[config.mk]
export PLATFORM = sky130hd
export DESIGN_NAME = game_status_timer
export DESIGN_NICKNAME = d
export VERILOG_FILES = /design/src/rtl/game_status_timer_pkg.sv /design/src/rtl/game_status_timer_tick_prescaler.sv /design/src/rtl/game_status_timer.sv
export SDC_FILE = /design/constraint.sdc
export NUM_CORES = 1
export LEC_CHECK = 0
export CAP_MARGIN = 0
export CORE_ASPECT_RATIO = 1.2
export CORE_MARGIN = 5
export CORE_UTILIZATION = 45
export CTS_BUF_LIST = sky130_fd_sc_hd__clkbuf_4 sky130_fd_sc_hd__clkbuf_8
export DETAILED_ROUTE_END_ITERATION = 10
export MAX_ROUTING_LAYER = met4
export PLACE_DENSITY_LB_ADDON = 0.15
export SKIP_LAST_GASP = 1
export SYNTH_ARGS = -nofsm -noshare
export SYNTH_HDL_FRONTEND = slang
export SYNTH_HIERARCHICAL = 1
export SYNTH_SLANG_ARGS = --single-unit
[constraint.sdc]
create_clock -name CLK -period 2.6 [get_ports CLK]
set_input_delay 0.52 -clock CLK [delete_from_list [all_inputs] [get_ports CLK]]
set_output_delay 0.52 -clock CLK [all_outputs]
set_load 0.02 [all_outputs]
[src/rtl/game_status_timer_pkg.sv]
// Shared definitions for the game status timer: timer state encoding and
// default parameter values.
package game_status_timer_pkg;

   typedef enum logic [1:0] {
      T_IDLE = 2'd0,
      T_RUN  = 2'd1,
      T_DONE = 2'd2
   } timer_state_e;

   localparam int unsigned DEF_TICK_DIV   = 50_000_000;
   localparam int unsigned DEF_HALT_TICKS = 3;
   localparam int unsigned DEF_LIVES_INIT = 3;
   localparam int unsigned DEF_LIFE_W     = 3;

endpackage

[src/rtl/game_status_timer_tick_prescaler.sv]
// Free-running 0..TICK_DIV-1 prescaler with a one-cycle TICK on the last count.
// CLR restarts the count so the next TICK lands exactly TICK_DIV clocks later.
import game_status_timer_pkg::*;

module game_status_timer_tick_prescaler #(
   parameter int unsigned TICK_DIV = DEF_TICK_DIV
) (
   input  logic CLK,
   input  logic RST_N,
   input  logic CLR,
   output logic TICK
);

   localparam int unsigned CNT_W = $clog2(TICK_DIV);
   localparam logic [CNT_W-1:0] LAST = CNT_W'(TICK_DIV - 1);

   logic [CNT_W-1:0] cnt_q, cnt_d;

   // NOTE: every signal written here gets a default first, so no path leaves it unassigned and no latch is inferred.
   always_comb begin
      cnt_d = cnt_q;
      if (CLR) begin
         cnt_d = '0;
      end else if (cnt_q == LAST) begin
         cnt_d = '0;
      end else begin
         cnt_d = cnt_q + CNT_W'(1);
      end
   end

   // NOTE: registers use non-blocking assignments so all flops update together from pre-edge values.
   always_ff @(posedge CLK or negedge RST_N) begin
      if (!RST_N) begin
         cnt_q <= '0;
      end else begin
         cnt_q <= cnt_d;
      end
   end

   assign TICK = (cnt_q == LAST);

endmodule

[src/rtl/game_status_timer.sv]
// Produces TC (hold-delay terminal count) and LIFE (last life) for the game-control
// FSM, plus the remaining-lives count for the display.
import game_status_timer_pkg::*;

module game_status_timer #(
   parameter int unsigned TICK_DIV   = DEF_TICK_DIV,
   parameter int unsigned HALT_TICKS = DEF_HALT_TICKS,
   parameter int unsigned LIVES_INIT = DEF_LIVES_INIT,
   parameter int unsigned LIFE_W     = DEF_LIFE_W
) (
   input  logic              CLK,
   input  logic              RST_N,
   input  logic              HALT,
   input  logic              RESET,
   input  logic              LOADLIFE,
   input  logic              DEAD,
   output logic              TC,
   output logic              LIFE,
   output logic [LIFE_W-1:0] LIVES,
   output logic              TICK
);

   localparam int unsigned CNT_W = $clog2(HALT_TICKS + 1);

   timer_state_e      state_q, state_d;
   logic [CNT_W-1:0]  cnt_q, cnt_d;
   logic              tc_q, tc_d;
   logic [LIFE_W-1:0] lives_q, lives_d;
   logic              dead_q;
   logic              tick;
   logic              prescale_clr;
   logic              death_evt;

   game_status_timer_tick_prescaler #(
      .TICK_DIV(TICK_DIV)
   ) u_prescaler (
      .CLK  (CLK),
      .RST_N(RST_N),
      .CLR  (prescale_clr),
      .TICK (tick)
   );

   always_comb begin
      state_d      = state_q;
      cnt_d        = cnt_q;
      tc_d         = 1'b0;
      prescale_clr = 1'b0;
      if (RESET) begin
         state_d = T_IDLE;
      end else begin
         case (state_q)
            T_IDLE: begin
               if (HALT) begin
                  cnt_d        = CNT_W'(HALT_TICKS);
                  prescale_clr = 1'b1;
                  state_d      = T_RUN;
               end
            end
            T_RUN: begin
               // Dropping HALT aborts the delay even on a tick cycle.
               if (!HALT) begin
                  state_d = T_IDLE;
               end else if (tick) begin
                  cnt_d = cnt_q - CNT_W'(1);
                  if (cnt_q == CNT_W'(1)) begin
                     tc_d    = 1'b1;
                     state_d = T_DONE;
                  end
               end
            end
            T_DONE: begin
               if (!HALT) begin
                  state_d = T_IDLE;
               end
            end
            default: state_d = T_IDLE;
         endcase
      end
   end

   assign death_evt = DEAD & ~dead_q;

   always_comb begin
      lives_d = lives_q;
      if (LOADLIFE) begin
         lives_d = LIFE_W'(LIVES_INIT);
      end else if (death_evt && (lives_q != '0)) begin
         lives_d = lives_q - LIFE_W'(1);
      end
   end

   always_ff @(posedge CLK or negedge RST_N) begin
      if (!RST_N) begin
         state_q <= T_IDLE;
         cnt_q   <= '0;
         tc_q    <= 1'b0;
         lives_q <= '0;
         dead_q  <= 1'b0;
      end else begin
         state_q <= state_d;
         cnt_q   <= cnt_d;
         tc_q    <= tc_d;
         lives_q <= lives_d;
         dead_q  <= DEAD;
      end
   end

   assign TC    = tc_q;
   assign LIVES = lives_q;
   assign LIFE  = (lives_q <= LIFE_W'(1));
   assign TICK  = tick;

endmodule

==> reports/qor.yml <==
post-route-drc-count: 0
syn_inst: 192
peakVddDrop_mv: 0.334
cp.required_ns: 2.08
synth_seq_cells: 35
layout_min_cycle_time_ns: 2.53
dp_hpwl_um: 2790
core-area_um2: 3940
status: "complete, no violations"
nNetsFinal: 233
rrSetupSlack_ns: 0.27
ctsLongestPathBuffers: 2
worstMarginPinSlew_ns: 0.590
wl_um: 3860
maxSlewViolCount: 0
finalSetupViolations: 0
syn2layout_area_growth_pct: 19.8
grt_setup_unrepaired: "no"
drt_iter0_markers: 52
drive_gt1_frac: 0.166
wl_per_cell_um: 13.9
initial_core_util: 0.468
crit_fanout: 2
clockRootBuffer: "clkbuf_8"
clk_pin_slew_ns: 0.07
slew_headroom: 0.606
ioPinCount: 12
worst-setup-path-type: "flop to output pin"
avgSynthCellArea_um2: 9.60
antenna_found_initial: 0
p_clk_frac: 0.341
place_inst: 269
power_density_nw_per_um2: 516
rows: 25
drt_pass1_iterations: 4
cts_tree: "built"
grt_pass1_vias: 1567
seq_area_frac_synth: 0.475
cp.arrival_ns: 2.01
synth_edf_count: 0
overflow: 0
p_leak_nw: 0.950
r2r_start: "u_prescaler/cnt_q[18]"
worstSetupStartpointType: "flop"
fp.dieH_um: 80.1
max_freq_mhz: 395
min_path_type: "flop to flop"
seq_area_um2: 876
seqPwrFrac: 0.549
vias: 1519
antenna_left: 0
io_buffers: 11
netlist_area_um2: 1840
synthDistinctLibCells: 40
r2r-end: "u_prescaler/cnt_q[2]"
r2r.worst_path.cells: 5
diodes: 0
grt_pass1_wl_um: 6910
fin_cells: 277
grt_usage: 0.173
fin_skew_ns: 0.00601
grt_max_degree: 36
report.final.hold_viol_count: 0
p_int_w: 0.000820
min_period_over_period: 0.975
combinationalPowerShare: 0.110
maxCapViolations: 0
async_flop_share: 1.00
synth_ff_type: "dfrtp_1"
die_area_um2: 5480
p_sw_w: 0.000319
cp-end-kind: "output pin"
clkLatencyLatePin_ns: 0.30
htreeDepth: 2
finalPower_w: 0.00114
multiInputGateArea_um2: 903
synth_nets: 203
fp.dieW_um: 68.4
clock-sinks: 35
cp-startpoint: "u_prescaler/cnt_q[18]"
gp_congestion: 0.777
fillers: 385
via_per_inst: 5.48
cts_buffers: 5
setup.worst_path.end: "TICK"
ys_warn_count: 6
switching_share: 0.280
[layout by cell type (no fill, tap or decap), drive strengths merged, types with 2 or more instances in the layout]
cell	synthesis	layout
dfrtp	35	35
nor2	20	20
buf	5	19
a21oi	15	15
nand3	13	13
nand2	11	11
o21ai	11	11
clkdlybuf4s50	0	10
inv	10	10
or3	9	9
or4	8	8
xnor2	7	7
nand4	7	7
ha	5	5
clkbuf	1	5
xor2	5	5
and3	4	4
nor3	4	4
clkinv	0	3
nand2b	2	2
nor2b	2	2
nor4	2	2
and4	2	2
o31ai	2	2
[cell usage after synthesis (all sizes together) (2+ instances only)]
library cell,instances,share of area
nand4,7,0.032
inv,10,0.020
buf,5,0.020
or4,8,0.037
nor3,4,0.011
nand2b,2,0.0068
xor2,5,0.024
dfrtp,35,0.48
o21ai,11,0.030
nor4,2,0.0068
o31ai,2,0.0081
ha,5,0.034
xnor2,7,0.033
and4,2,0.0095
a21oi,15,0.043
nor2b,2,0.0068
nand2,11,0.022
or3,9,0.031
and3,4,0.014
nor2,20,0.041
nand3,13,0.035
[layer usage]
layer,vias up,wire (um),GRT usage
met5,-,0,-
met4,0,72,0.0716
met3,7,135,0.0462
met2,24,2070,0.287
met1,741,1580,0.193
li1,747,-,-
[worst max-delay path: stages, from the launching register on]
cell and delay, ns:
dfrtp_1 0.37, or4b_1 0.52, or4_4 0.54, nor2_2 0.11, buf_2 0.18
[cells by family (layout without fill, tap and decap cells)]
logic type,Yosys count,in the layout,synth area share
and+or+nand+nor,88,88,0.270
DFF,35,35,0.475
AOI/OAI and AO/OA,34,34,0.110
buffers and inverters,16,47,0.0421
xor gates and xnor gates,12,12,0.0570
adders and majority gates,5,5,0.0339
muxes,2,2,0.0115
[worst min path at each step]
| stage | endpoint | slack (ns) | start | depth (start not counted) |
|---|---|---|---|---|
| floorplan | LIVES[0] | 0.22 | RST_N | 0 |
| global placement | cnt_q[1] | 0.48 | cnt_q[1] | 1 |
| global route | cnt_q[1] | 0.54 | cnt_q[1] | 1 |
| finish | cnt_q[1] | 0.51 | cnt_q[1] | 1 |
| CTS | cnt_q[1] | 0.51 | cnt_q[1] | 1 |
| detailed placement | cnt_q[1] | 0.49 | cnt_q[1] | 1 |
[sequential cells by signal, summed over array words and instances (netlist names)]
signal	flops
dead_q	1
TC	1
cnt_q	2
LIVES	3
state_q	2
u_prescaler/cnt_q	26
[power by group through the flow]
stage               registers, W  logic (W)  clock network (W)
finish                  0.000625   0.000125           0.000389
global route            0.000631   0.000143           0.000422
CTS                     0.000625   0.000129           0.000405
detailed placement      0.000636   0.000127                  0
global placement        0.000631   0.000120                  0
floorplan               0.000630  0.0000722                  0
[per-stage QoR]
stage           util  hold WS [ns]  TNS [ns]  cell area [um^2]  worst slack [ns]
4_1_cts        0.559         0.509   -0.0196              2200           -0.0196
3_5_place_dp   0.537         0.492    -0.842              2120            -0.138
5_1_grt        0.560         0.540         0              2210          0.000707
6_report       0.560         0.505         0              2210            0.0660
3_3_place_gp   0.537         0.480    -0.119              2120            -0.119
2_1_floorplan      -         0.224         0              1840            0.0358
[what timing repair did]
item                                    CTS  global route
endpoints found under the setup margin   24             1
hold buffers                              0             0
resized for setup                         5             2
gates cloned                              0             0
endpoints found under the hold margin     0             0
buffers inserted                          0             0
[area by class of cell]
cell class,instances,area share
multi-input cells,141,0.409
flip-flops and latches,35,0.397
repair buffers,29,0.109
clock buffers,5,0.0312
well taps,54,0.0306
inverters,10,0.0170
clock inverters,3,0.00680
No activity file was read; power rests on OpenSTA's default activity.
